===== src/rtl/adder_share_ctrl.sv =====
`timescale 1ns/1ps
// -----------------------------------------------------------------------------
// adder_share_ctrl
//
// Shares one 8-bit adder between two requesters that perform multi-byte
// additions. A requester is granted the adder for a whole transaction of
// len+1 byte pairs (least significant byte first). The carry between bytes is
// held in a register, so a multi-byte add is sequenced one byte per accepted
// operand pair. Each accepted pair produces one registered result byte.
//
// Arbitration: a lone request wins. When both requesters are asking, the one
// that did not own the previous transaction wins. After reset requester 0 is
// favoured.
//
// Ports
//   clk, rst_n              clock, asynchronous active-low reset
//   req0/1                  transaction request (held until gnt)
//   len0/1  [LEN_W-1:0]     byte count minus one, sampled at grant
//   cin0/1                  initial carry, sampled at grant
//   a0/b0, a1/b1 [7:0]      operand bytes, LSB first
//   op_valid0/1, op_ready0/1 operand pair handshake (owner only)
//   gnt0/1                  current owner of the adder (one-hot or zero)
//   res_sum [7:0], res_cout, res_last, res_id
//                           result byte, its carry out, last-byte flag, owner
//   res_valid, res_ready    result handshake
// -----------------------------------------------------------------------------
module adder_share_ctrl #(
    parameter int LEN_W = 3
) (
    input  logic             clk,
    input  logic             rst_n,

    input  logic             req0,
    input  logic             req1,
    input  logic [LEN_W-1:0] len0,
    input  logic [LEN_W-1:0] len1,
    input  logic             cin0,
    input  logic             cin1,
    input  logic [7:0]       a0,
    input  logic [7:0]       b0,
    input  logic [7:0]       a1,
    input  logic [7:0]       b1,
    input  logic             op_valid0,
    input  logic             op_valid1,
    output logic             op_ready0,
    output logic             op_ready1,

    output logic             gnt0,
    output logic             gnt1,

    output logic [7:0]       res_sum,
    output logic             res_cout,
    output logic             res_last,
    output logic             res_id,
    output logic             res_valid,
    input  logic             res_ready
);

    typedef enum logic {
        IDLE = 1'b0,
        RUN  = 1'b1
    } state_t;

    localparam logic [LEN_W-1:0] CNT_ONE = LEN_W'(1);

    // -------------------------------------------------------------------------
    // State
    // -------------------------------------------------------------------------
    state_t           state_q,      state_d;
    logic [LEN_W-1:0] cnt_q,        cnt_d;        // bytes remaining minus one
    logic             carry_q,      carry_d;      // carry into next byte
    logic             owner_q,      owner_d;      // requester holding the adder
    logic             last_owner_q, last_owner_d; // owner of previous transaction
    logic [1:0]       gnt_q,        gnt_d;        // registered grants, bit i = gnt<i>

    logic [7:0]       res_sum_q,    res_sum_d;
    logic             res_cout_q,   res_cout_d;
    logic             res_last_q,   res_last_d;
    logic             res_id_q,     res_id_d;
    logic             res_valid_q,  res_valid_d;

    // -------------------------------------------------------------------------
    // Per-requester views of the ports, so the datapath can select by owner
    // -------------------------------------------------------------------------
    logic [1:0]       req_vec;
    logic [1:0]       cin_vec;
    logic [1:0]       op_valid_vec;
    logic [1:0]       op_ready_vec;
    logic [LEN_W-1:0] len_arr [0:1];
    logic [7:0]       a_arr   [0:1];
    logic [7:0]       b_arr   [0:1];

    assign req_vec      = {req1, req0};
    assign cin_vec      = {cin1, cin0};
    assign op_valid_vec = {op_valid1, op_valid0};
    assign len_arr[0]   = len0;
    assign len_arr[1]   = len1;
    assign a_arr[0]     = a0;
    assign a_arr[1]     = a1;
    assign b_arr[0]     = b0;
    assign b_arr[1]     = b1;

    // The result register can take a new byte when it is empty or being
    // drained this very cycle, which keeps one byte per cycle at full rate.
    logic slot_free;
    assign slot_free = ~res_valid_q | res_ready;

    // Only the granted requester ever sees op_ready; gnt_q is zero in IDLE
    // and during reset, so op_ready is zero there as well.
    generate
        for (genvar gi = 0; gi < 2; gi++) begin : g_ready
            assign op_ready_vec[gi] = gnt_q[gi] & slot_free;
        end
    endgenerate

    assign op_ready0 = op_ready_vec[0];
    assign op_ready1 = op_ready_vec[1];
    assign gnt0      = gnt_q[0];
    assign gnt1      = gnt_q[1];

    // -------------------------------------------------------------------------
    // Shared adder: operands come from the current owner, carry from the
    // chained carry register.
    // -------------------------------------------------------------------------
    logic       accept;
    logic       win;
    logic [8:0] sum9;

    assign accept = |(op_ready_vec & op_valid_vec);
    assign sum9   = {1'b0, a_arr[owner_q]} + {1'b0, b_arr[owner_q]} + {8'd0, carry_q};

    // Contended request goes to whoever did not own the last transaction.
    assign win = (req0 & req1) ? ~last_owner_q : req1;

    // -------------------------------------------------------------------------
    // Next-state logic
    // -------------------------------------------------------------------------
    always_comb begin
        state_d      = state_q;
        cnt_d        = cnt_q;
        carry_d      = carry_q;
        owner_d      = owner_q;
        last_owner_d = last_owner_q;
        gnt_d        = gnt_q;
        res_sum_d    = res_sum_q;
        res_cout_d   = res_cout_q;
        res_last_d   = res_last_q;
        res_id_d     = res_id_q;
        res_valid_d  = res_valid_q;

        case (state_q)
            IDLE: begin
                if (|req_vec) begin
                    owner_d = win;
                    cnt_d   = len_arr[win];
                    carry_d = cin_vec[win];
                    gnt_d   = win ? 2'b10 : 2'b01;
                    state_d = RUN;
                end
            end
            RUN: begin
                if (accept) begin
                    carry_d = sum9[8];
                    cnt_d   = cnt_q - CNT_ONE;
                    if (cnt_q == '0) begin
                        // Final byte: release the adder and remember the owner
                        // for fairness on the next contended request.
                        last_owner_d = owner_q;
                        gnt_d        = 2'b00;
                        state_d      = IDLE;
                    end
                end
            end
            default: begin
                state_d = IDLE;
                gnt_d   = 2'b00;
            end
        endcase

        // Result register: a new byte has priority over draining, so an
        // accept in the same cycle as a drain keeps res_valid asserted.
        if (accept) begin
            res_sum_d   = sum9[7:0];
            res_cout_d  = sum9[8];
            res_last_d  = (cnt_q == '0);
            res_id_d    = owner_q;
            res_valid_d = 1'b1;
        end else if (res_valid_q && res_ready) begin
            res_valid_d = 1'b0;
        end
    end

    // -------------------------------------------------------------------------
    // State registers. Reset aborts any transaction in flight and discards a
    // pending result.
    // -------------------------------------------------------------------------
    always_ff @(posedge clk or negedge rst_n) begin
        if (!rst_n) begin
            state_q      <= IDLE;
            cnt_q        <= '0;
            carry_q      <= 1'b0;
            owner_q      <= 1'b0;
            last_owner_q <= 1'b1;
            gnt_q        <= 2'b00;
            res_sum_q    <= 8'h00;
            res_cout_q   <= 1'b0;
            res_last_q   <= 1'b0;
            res_id_q     <= 1'b0;
            res_valid_q  <= 1'b0;
        end else begin
            state_q      <= state_d;
            cnt_q        <= cnt_d;
            carry_q      <= carry_d;
            owner_q      <= owner_d;
            last_owner_q <= last_owner_d;
            gnt_q        <= gnt_d;
            res_sum_q    <= res_sum_d;
            res_cout_q   <= res_cout_d;
            res_last_q   <= res_last_d;
            res_id_q     <= res_id_d;
            res_valid_q  <= res_valid_d;
        end
    end

    assign res_sum   = res_sum_q;
    assign res_cout  = res_cout_q;
    assign res_last  = res_last_q;
    assign res_id    = res_id_q;
    assign res_valid = res_valid_q;

endmodule


===== config.mk =====
export PLATFORM = sky130hd
export DESIGN_NAME = adder_share_ctrl
export DESIGN_NICKNAME = d
export VERILOG_FILES = /design/src/rtl/adder_share_ctrl.sv
export SDC_FILE = /design/constraint.sdc
export NUM_CORES = 1
export LEC_CHECK = 0
export ABC_AREA = 1
export CAP_MARGIN = 20
export CORE_UTILIZATION = 31
export DETAILED_ROUTE_END_ITERATION = 8
export DONT_BUFFER_PORTS = 1
export PLACE_DENSITY = 0.57
export SYNTH_ARGS = -nofsm -noshare
export SYNTH_HDL_FRONTEND = slang
export SYNTH_SLANG_ARGS = --single-unit

===== constraint.sdc =====
create_clock -name clk -period 2.45 [get_ports clk]
set_input_delay 0.49 -clock clk [delete_from_list [all_inputs] [get_ports clk]]
set_output_delay 0.49 -clock clk [all_outputs]
set_load 0.01 [all_outputs]

**Word level (Yosys, flattened, before mapping)**

Index checks and enable logic that the tools add are counted.

- Input bits: 47
- Register bits after elaboration: 21
- Output and inout port bits: 16
- Logic and storage cells: 68

- Multiplexer cells: 29
- $add $sub $neg: 3
- Reduce and logical (&&, ||, !) cells: 9
- Equal/unequal tests: 3
- Bitwise logic cells: 10
- Order comparisons: 3

Operators with widths:

| cell | number |
|---|---|
| two-way mux 8 bit | 6 |
| two-way mux 3 bit | 5 |
| two-way mux 1 bit | 10 |
| adder 8 x 8 -> 9 bit | 1 |
| adder 9 x 1 -> 9 bit | 1 |
| two-way mux 2 bit | 4 |
| one-hot mux 3 bit (2 select lines) | 1 |
| AND reduction 3 bit | 2 |
| >= comparator 2 bit, second input constant | 2 |
| inequality test 2 x 1 -> 1 bit, second input constant | 2 |
| NOT 1 -> 2 bit | 2 |
| one-hot mux 1 bit (2 select lines) | 2 |
| one-hot mux 2 bit (2 select lines) | 1 |
| AND reduction 2 bit | 2 |
| OR reduction 2 bit | 2 |
| AND 1 bit | 3 |
| logical NOT 3 bit | 1 |
| NOT 1 bit | 3 |
| subtractor 3 x 1 -> 3 bit, second input constant | 1 |
| AND 2 bit | 1 |
| < comparator 1 x 2 -> 1 bit, second input constant | 1 |
| inequality test 2 bit, second input constant | 1 |
| nonzero test 2 bit | 1 |
| logical AND 1 bit | 1 |
| OR 1 bit | 1 |

**Depth between registers and ports, before layout**

- Depth in word-level cells: 8
- Mapped depth: 14
- Gate-level depth less buffers: 13

**Least setup slack after synthesis**

No wires, ideal clock.

- Path type: flip-flop to flip-flop
- Start: register owner_q
- End: register carry_q
- Stages on the path, launching flop included: 15
- Path buffers: 1
- Slack: 409 ps
- Required time: 2334 ps
- Arrival time: 1924 ps
- Path through: dfrtp_1 buf_2 inv_2 nand2_1 nand2_1 fa_1 fa_1 nand2_1 nand2_1 nand3_1 nand2_1 nand2_1 nand2_1 nand2_1 nand2_1

- Longest elaborated chain between the ends: 8
- Elaborated cells on any way between the ends: 11
- Those cells by class: add/sub: 2; mux: 8; bitwise: 1

Ends and longest elaborated chain:

| item | RTL line | source |
|---|---|---|
| from (decl) | 72 | `logic owner_q, owner_d;` |
| from (signal assigned) | 214 | `owner_q <= owner_d;` |
| NOT 1 -> 2 bit (implied by the code) * | 130 | `assign sum9 = {1'b0, a_arr[owner_q]} + {1'b0, b_arr[owner_q]} + {8'd0, carry_q};` |
| two-way mux 8 bit (implied by the code) (3 in a row) | 130 |  |
| adder 8 x 8 -> 9 bit * | 130 |  |
| adder 9 x 1 -> 9 bit * | 130 |  |
| two-way mux 1 bit * | 162 | `if (accept) begin` |
| one-hot mux 1 bit (2 select lines) * | 151 | `case (state_q)` |
| to (signal assigned) | 213 | `carry_q <= carry_d;` |
| to (decl) | 71 | `logic carry_q, carry_d;` |

Mark *: on every way between the ends. The rest lies on a longest branch, timed or not. The select of a mux whose other input is x is not followed.
A chain may end at the register's enable or synchronous reset.

**Final worst setup path**

Ends and elaborated chain as after synthesis.

==> qor.yml <==
gp_congestion: 0.795
grt_pass1_wl_um: 5640
synth_top_family_by_area: "simple AND/OR/NAND/NOR gates"
ir_drop_v: 0.000415
n_fill_cell: 526
synth_top_area_cell: "dfrtp_1"
cp.required_ns: 2.61
drive_above_1_share_pct: 10.3
yosysWarnings: 0
startpoint: "owner_q"
finalMaxSlewViolations: 0
nets: 292
grt.total_usage_pct: 13.9
synthTopCellsByArea: "dfrtp_1 (31%), nand2_1 (28%), ha_1 (7.0%)"
hold_viol: 0
status: "complete, no violations"
first_pass_iters: 4
synth_mux_area_share_pct: 0
leakagePower_nw: 0.922
cell_internal_pwr_w: 0.00120
rsz0062_at_grt: "false"
dp_hpwl_um: 2980
netlist-cell-type-count: 28
row_count: 25
grt_pass1_vias: 1199
ys_ff_latch: 21
die_h_um: 73.8
finalCriticalPeriod_ns: 2.24
crit_fanout: 13
ant_nets: 0
path_clk_slew_ns: 0.08
numCtsBuffers: 3
area_growth_pct: 6.65
crit_type: "reg2reg"
die_x_um: 73.8
slew_headroom_pct: 40.1
synth_xor_xnor_area_share_pct: 1.64
dp_slack_ns: 0.192
vias: 1344
tightestPinTransition_ns: 0.896
drc: 0
start_util_pct: 33.0
htreeDepth: 1
setup_viol: 0
syn-cell-area_um2: 1600
synth_seq_area_share_pct: 32.9
cts.sink_count: 21
synth_cells: 232
wl_um: 3560
io_pins: 63
p_comb_share_pct: 60.1
p_per_area_nw_per_um2: 1400
via_per_inst: 4.48
synth.avg_cell_area_um2: 6.89
synth_simple_gate_area_share_pct: 42.6
synth_nets: 290
synth_fa_ha_area_share_pct: 9.55
grt_max_degree: 21
final_common_cell: "nand2_1"
fmax_ghz: 0.445
timing.final.crit_share_pct: 91.6
num_antenna_cells: 0
endpoint_kind: "register"
worst_ep_arrival_time_ns: 2.41
setup_ws_ns: 0.205
wire_per_inst_um: 11.9
pwr-share-seq_pct: 30.5
synth-compound-area-share_pct: 5.71
coreArea_um2: 4850
drt_iter0_markers: 90
dieArea_um2: 5450
r2r-start: "owner_q"
switchingPower_w: 0.00119
swShare_pct: 49.9
synth.top_cell.area_share_pct: 31.3
cts_tree: "done"
port_buffers: 0
worstSkewPairLatency_ns: 0.26
fin_skew_ns: 0.0111
p_clk_share_pct: 9.4
cts.repair.resized: 0
start_kind: "register"
grt-ovfl-total: 0
maxCapViolCount: 0
setup_tns_ns: 0
antenna_found_initial: 0
final_cell_mix: "nand2_1 (119), dfrtp_1 (20), nand3_1 (15)"
root_buffer: "clkbuf_8"
hold_path_class: "in2async"
cts_buffer_depth: 2
[kinds of logic after synthesis]
family,after synthesis
adders and majority gates,11
AOI/OAI and AO/OA,14
and+or+nand+nor,158
xor gates and xnor gates,3
buffers and inverters,25
DFF,21
[per-stage QoR]
stage	util (%)	std cells	total power, W	cell area [um^2]	hold slack, ns
2_1_floorplan	-	232	0.00192	1600	0.194
3_3_place_gp	34.0	295	0.00217	1650	0.195
3_5_place_dp	34.0	295	0.00219	1650	0.195
4_1_cts	35.2	300	0.00243	1710	0.0540
5_1_grt	35.2	300	0.00270	1710	0.0411
6_report	35.2	300	0.00239	1710	0.0595
[synth_stat cells (all sizes together)]
library cell / n
nand3b: 6
a21oi: 4
a31oi: 1
nand2: 123
a21boi: 2
nor2: 9
xnor2: 2
or2: 3
xor2: 1
dfstp: 1
nand3: 17
fa: 2
dfrtp: 20
inv: 19
o21ai: 7
buf: 6
ha: 9
[repair_timing]
| item | CTS | global route |
|---|---|---|
| setup buffers | 0 | 0 |
| endpoints found under the hold margin | 20 | 0 |
| hold buffers | 1 | 0 |
[path summary, 6_finish.rpt]
kind                           endpoint  slack [ns]  cells past startpoint
setup / recovery                carry_q        0.21                     13
hold / removal             last_owner_q        0.06                      0
setup reg to reg                carry_q        0.21                     13
hold reg to reg            last_owner_q        0.51                      2
max in group asynchronous    res_sum[1]        1.10                      1
min in group clk              res_valid        0.41                      3
[metal layers]
layer  vias up  part of all wire [%]  track usage, %
met4         0                  0.70            4.49
met2        38                    41            19.2
met1       579                    49            20.2
met5         -                     0               0
met3         2                   8.9            4.53
li1        725                     -               -
[power by group through the flow]
stage	logic [W]	clock network, W	registers, W
2_1_floorplan	0.00126	0	0.000668
3_3_place_gp	0.00143	0	0.000741
3_5_place_dp	0.00145	0	0.000743
4_1_cts	0.00146	0.000234	0.000738
5_1_grt	0.00169	0.000250	0.000761
6_report	0.00143	0.000225	0.000729
[final cells by class]
cell class | instances | area (um^2) | area share [%]
multi-input cells | 186 | 952 | 55.8
flip-flops and latches | 21 | 527 | 30.9
well taps | 67 | 83.8 | 4.92
inverters | 19 | 71.3 | 4.18
clock buffers | 3 | 41.3 | 2.42
repair buffers | 3 | 25.0 | 1.47
clock inverters | 1 | 5.00 | 0.293
[flip-flops by register name, summed over array words and instances (netlist names)]
| signal | flops |
|---|---|
| res_sum | 8 |
| state_q | 1 |
| res_last | 1 |
| owner_q | 1 |
| res_cout | 1 |
| res_valid | 1 |
| carry_q | 1 |
| res_id | 1 |
| gnt_q | 2 |
| last_owner_q | 1 |
| cnt_q | 3 |
[worst max-delay path: stages (launching register included)]
cell and delay [ns]:
dfrtp_1 0.44, buf_4 0.20, nand2_1 0.07, nand2_1 0.06, fa_1 0.40, fa_1 0.42, nand2_1 0.09, nand2_1 0.08
nand3_1 0.11, nand2_1 0.06, nand2_1 0.06, nand2_1 0.05, nand2_1 0.05, nand2_1 0.04
Power figures use the tool's default switching activity.
==> variant 1 (config.mk and constraints unchanged) <==
Change the parameter `LEN_W` from 3 to 6.
--- a/src/rtl/adder_share_ctrl.sv
+++ b/src/rtl/adder_share_ctrl.sv
@@ -25,7 +25,7 @@
 //   res_valid, res_ready    result handshake
 // -----------------------------------------------------------------------------
 module adder_share_ctrl #(
-    parameter int LEN_W = 3
+    parameter int LEN_W = 6
 ) (
     input  logic             clk,
     input  logic             rst_n,
Ports: changed (resized len0 and len1); port bits go from 63 to 69. The function was not compared with the original's and may differ.
==> variant 1 against the unedited design <==
Sequential cell count up 3; clock power up 22%; non-clock buffer count up 2; hold slack worse by 0.010 ns; power up 12%; critical path type unchanged; largest cell class unchanged; synthesized area up 12%; final area up 15%; worst setup slack better by 0.017 ns; cell count up 15%; global-route usage up 0.24 points; wire length up 18%; critical path depth unchanged.
==> variant 1: results (changes against the unedited design) <==
====================================================================================
Pin count of the biggest net entering global routing                              24   +14%
Worst-margin pin slew                                                       0.503 ns   -0.393 ns
Static Leak                                                                  1.05 nW   +14%
WL per Instance                                                              12.1 um   +1.9%
Sequential fraction of design power                                            30.2%   -0.3 points
Largest stage delay, worst path                                              0.42 ns   -0.02 ns
Number of buffers created by CTS                                                   3   unchanged
Parity-gate share of the synthesized area counting xor and xnor cells         0.977%   -0.67 points
Result of the run                                                       finished, final reports clean
Max rail drop VDD                                                             490 uV   +18%
Async S/R FF share, synth                                                       100%   unchanged
Detailed Route Iter0 Violations                                                   80   -11%
Half-perimeter wire length after detailed placement                          3310 um   +11%
Multiplexer share of the synthesized area                                         0%   unchanged
Combinational logic power                                                    1.59 mW   +11%
Setup skew after layout                                                   0.00402 ns   -0.00705 ns
NumNets Final                                                                    339   +16%
Vias/cell                                                                       4.72   +5.3%
Postcts setup bufs                                                                 0   unchanged
Share of layout cells above drive strength 1                                   7.30%   -3.0 points
All-Layer GR Usage                                                             14.1%   +0.24 points
Antenna violations before repair                                                   0   unchanged
Adder and majority cell fraction of the synthesized area                       8.51%   -1.0 points
Crit Path Max Fanout                                                              15   +2
Compound-Gate Fraction of Synth Area                                           6.98%   +1.3 points
Logic pwr share                                                                59.5%   -0.6 points
Net switching share of the total power                                         49.4%   -0.49 points
Cell types occupying the most area after synthesis                      sky130_fd_sc_hd__dfrtp_1 32%, sky130_fd_sc_hd__nand2_1 29%, sky130_fd_sc_hd__ha_1 6.3%, sky130_fd_sc_hd__nand3_1 5.3%, sky130_fd_sc_hd__inv_1 3.8%
Count of different cell masters after synthesis                                   31   +11%
Sequential share of the synthesized area                                       33.6%   +0.62 points
Global-route wire length before repair                                       6840 um   +21%
Final weighted congestion in routability-driven placement                      0.787   -0.97%
Most numerous cell types in the synthesized netlist                     140 x sky130_fd_sc_hd__nand2_1, 23 x sky130_fd_sc_hd__dfrtp_1, 19 x sky130_fd_sc_hd__nand3_1, 18 x sky130_fd_sc_hd__inv_1, 12 x sky130_fd_sc_hd__nor2_1
Vias in the first global route                                                  1458   +22%
====================================================================================
[variant 1: cell count changes after synthesis, moves of 4 or more]
| cell | unedited run | this run |
|---|---|---|
| sky130_fd_sc_hd__nor2_1 | 6 | 12 |
| sky130_fd_sc_hd__inv_2 | 6 | 1 |
| sky130_fd_sc_hd__nand3_1 | 15 | 19 |
| sky130_fd_sc_hd__o21ai_0 | 3 | 7 |
| sky130_fd_sc_hd__nand2_1 | 119 | 140 |
| sky130_fd_sc_hd__inv_1 | 13 | 18 |
[variant 1: area by class of cell]
type,count,area [um^2]
clock buffers,4,55.1
fillers,616,3580
repair buffers,5,60.1
multi-input cells,221,1080
inverters,20,75.1
flip-flops and latches,24,602
well taps,72,90.1
[variant 1: cell families after synthesis]
family                   Yosys count
buffers and inverters             26
AO/OA/AOI/OAI                     21
AND/OR/NAND/NOR                  187
XOR/XNOR                           2
adder cells (fa/ha/maj)           11
flip-flops                        24
[variant 1: worst reg2reg max path, delay by kind of cell (launching register included)]
| family | cells | cell delay (ns) |
|---|---|---|
| buffers and inverters | 1 | 0.20 |
| flip-flops | 1 | 0.42 |
| AND/OR/NAND/NOR | 10 | 0.70 |
| adder cells (fa/ha/maj) | 2 | 0.80 |
[variant 1: metal layers]
layer,vias up,GRT usage [%],wire [um]
met1,710,19.6,2030
met4,0,4.44,59
li1,861,-,-
met3,5,2.56,319
met5,-,0,0
met2,57,22.2,1780
[variant 1: worst paths after layout]
check	depth (start not counted)	slack (ns)	from	end
min in group clk	3	0.45	res_ready	res_valid$_DFFE_PN0P_
max	13	0.22	owner_q$_DFFE_PN0P_	carry_q$_DFFE_PN0P_
max reg2reg	13	0.22	owner_q$_DFFE_PN0P_	carry_q$_DFFE_PN0P_
min reg2reg	2	0.49	last_owner_q$_DFFE_PN1P_	last_owner_q$_DFFE_PN1P_
min	0	0.05	rst_n	last_owner_q$_DFFE_PN1P_
max in group asynchronous	2	1.49	rst_n	res_sum[7]$_DFFE_PN0P_
[variant 1: metrics by stage]
step / std cells / setup WS [ns] / hold WS (ns) / cell area, um^2 / util (%)
after CTS: 345 / 0.224 / 0.0481 / 1930 / 34.9
after floorplan: 271 / 0.287 / 0.194 / 1790 / -
after detailed placement: 340 / 0.237 / 0.195 / 1870 / 33.7
after global routing: 346 / 0.0699 / 0.0360 / 1960 / 35.4
after global placement: 340 / 0.312 / 0.195 / 1870 / 33.7
final: 346 / 0.222 / 0.0494 / 1960 / 35.4
==> variant 2 (same flow settings) <==
Made on the original files. Make the reset (`rst_n`) synchronous in one clocked block. Comments in the files are not updated.
--- a/src/rtl/adder_share_ctrl.sv
+++ b/src/rtl/adder_share_ctrl.sv
@@ -194,7 +194,7 @@
     // State registers. Reset aborts any transaction in flight and discards a
     // pending result.
     // -------------------------------------------------------------------------
-    always_ff @(posedge clk or negedge rst_n) begin
+    always_ff @(posedge clk) begin
         if (!rst_n) begin
             state_q      <= IDLE;
             cnt_q        <= '0;
Behaviour: differs if rst_n is asserted again (counterexample within 4 cycles, from zero or initial values and one cycle with rst_n low); with rst_n held inactive, the same outputs for 10 cycles.
==> variant 2 against the unedited design <==
Non-clock buffer count shrank 1; worst setup slack lost 0.0082 ns; final area shrank 0.95%; cell count shrank 3.7%; wire length shrank 4.2%; largest cell class unchanged; highest routed layer unchanged; synthesized cell count shrank 4.3%; synthesized area is the same; sequential cell count is the same; first-iteration DRC count shrank 51%.
Power is not compared: it rests on default switching activity, and its combinational part moved more than twofold at a synthesized area within 25%.
==> variant 2: results (changes against the unedited design) <==
====================================================================================
DR WL met3                                                                    230 um   -27%
Syn Inst Count                                                                   222   -4.3%
Max transition margin                                                          70.7%   +31 points
Compound-Gate Fraction of Synth Area                                           10.0%   +4.3 points
Vias in the first global route                                                  1196   -0.25%
Most common flop cell mapped by yosys                                   sky130_fd_sc_hd__dfxtp_1
Clock network contribution to total cell area                                  2.74%   +0.026 points
Async S/R FF share, synth                                                         0%   -100 points
Half-perimeter wire length after detailed placement                          2740 um   -8.2%
Pin count of the biggest net entering global routing                              25   +19%
Detailed Route Iter0 Violations                                                   44   -51%
Count of different cell masters after synthesis                                   29   +3.6%
Crit Path Max Fanout                                                               4   -9
All-Layer GR Usage                                                             12.9%   -0.96 points
Class of the tightest hold or removal check                                in -> reg
Vias                                                                            1332   -0.89%
Met2 track demand over resource in global routing                              20.6%   +1.4 points
WL per Instance                                                              11.8 um   -0.60%
Pre-CTS worst setup slack                                                   0.180 ns   -0.0123 ns
Vias/cell                                                                       4.61   +2.9%
Most numerous cell types in the synthesized netlist                     53 x sky130_fd_sc_hd__nand2_1, 32 x sky130_fd_sc_hd__inv_1, 21 x sky130_fd_sc_hd__dfxtp_1, 21 x sky130_fd_sc_hd__nor2_1
Cell types occupying the most area after synthesis                      sky130_fd_sc_hd__dfxtp_1 26%, sky130_fd_sc_hd__nand2_1 12%, sky130_fd_sc_hd__mux2_2 11%, sky130_fd_sc_hd__inv_1 7.5%, sky130_fd_sc_hd__ha_1 7.0%
Setup skew after layout                                                  0.000847 ns   -0.0102 ns
Multiplexer share of the synthesized area                                      11.3%   +11 points
Slowest CP cell                                                         sky130_fd_sc_hd__fa_1
Met2 wire len                                                                1490 um   +0.95%
Fraction of met3 tracks used by global routing                                 4.66%   +0.14 points
NonClk Buf Share                                                              0.889%   -0.58 points
Result of the run                                                       finished, final reports clean
Count of multi-input gates                                                       162   -13%
Multi-input gate share of the layout cell area                                 59.2%   +3.4 points
Flip-flop and latch area                                                    420 um^2   -20%
Global-route wire length before repair                                       5420 um   -3.9%
Start point of the critical path                                        owner_q$_SDFFE_PN0P_
NumNets Final                                                                    281   -3.8%
Met1 WL                                                                      1650 um   -5.3%
Parity-gate share of the synthesized area counting xor and xnor cells          2.19%   +0.55 points
Number of logic inverters in the finished layout                                  33   +14
Sequential share of the synthesized area                                       26.3%   -6.7 points
Final weighted congestion in routability-driven placement                      0.825   +3.7%
Non-clock buffer instance count of the final layout                                2   -1
Placed cell area                                                           1640 um^2   -0.38%
Global-route met1 utilization                                                  16.5%   -3.7 points
====================================================================================
-- variant 2: cell count changes in the layout (fill, tap and decap cells not counted), moves of 5 or more --
cell                      unedited run  this run
sky130_fd_sc_hd__nand2_1           119        53
sky130_fd_sc_hd__dfxtp_1             0        21
sky130_fd_sc_hd__dfrtp_1            20         0
sky130_fd_sc_hd__inv_1              13        32
sky130_fd_sc_hd__mux2_2              0        16
sky130_fd_sc_hd__nor2_1              6        21
sky130_fd_sc_hd__a21oi_1             3        10
sky130_fd_sc_hd__inv_2               6         1
-- variant 2: final timing paths --
kind | to | slack, ns | cells past startpoint
worst min-delay path | last_owner_q$_SDFFE_PN1P_ | 0.31 | 1
worst min register to register | last_owner_q$_SDFFE_PN1P_ | 0.47 | 2
worst max-delay path | res_sum[6]$_SDFFE_PN0P_ | 0.20 | 11
worst max register to register | res_sum[6]$_SDFFE_PN0P_ | 0.20 | 11
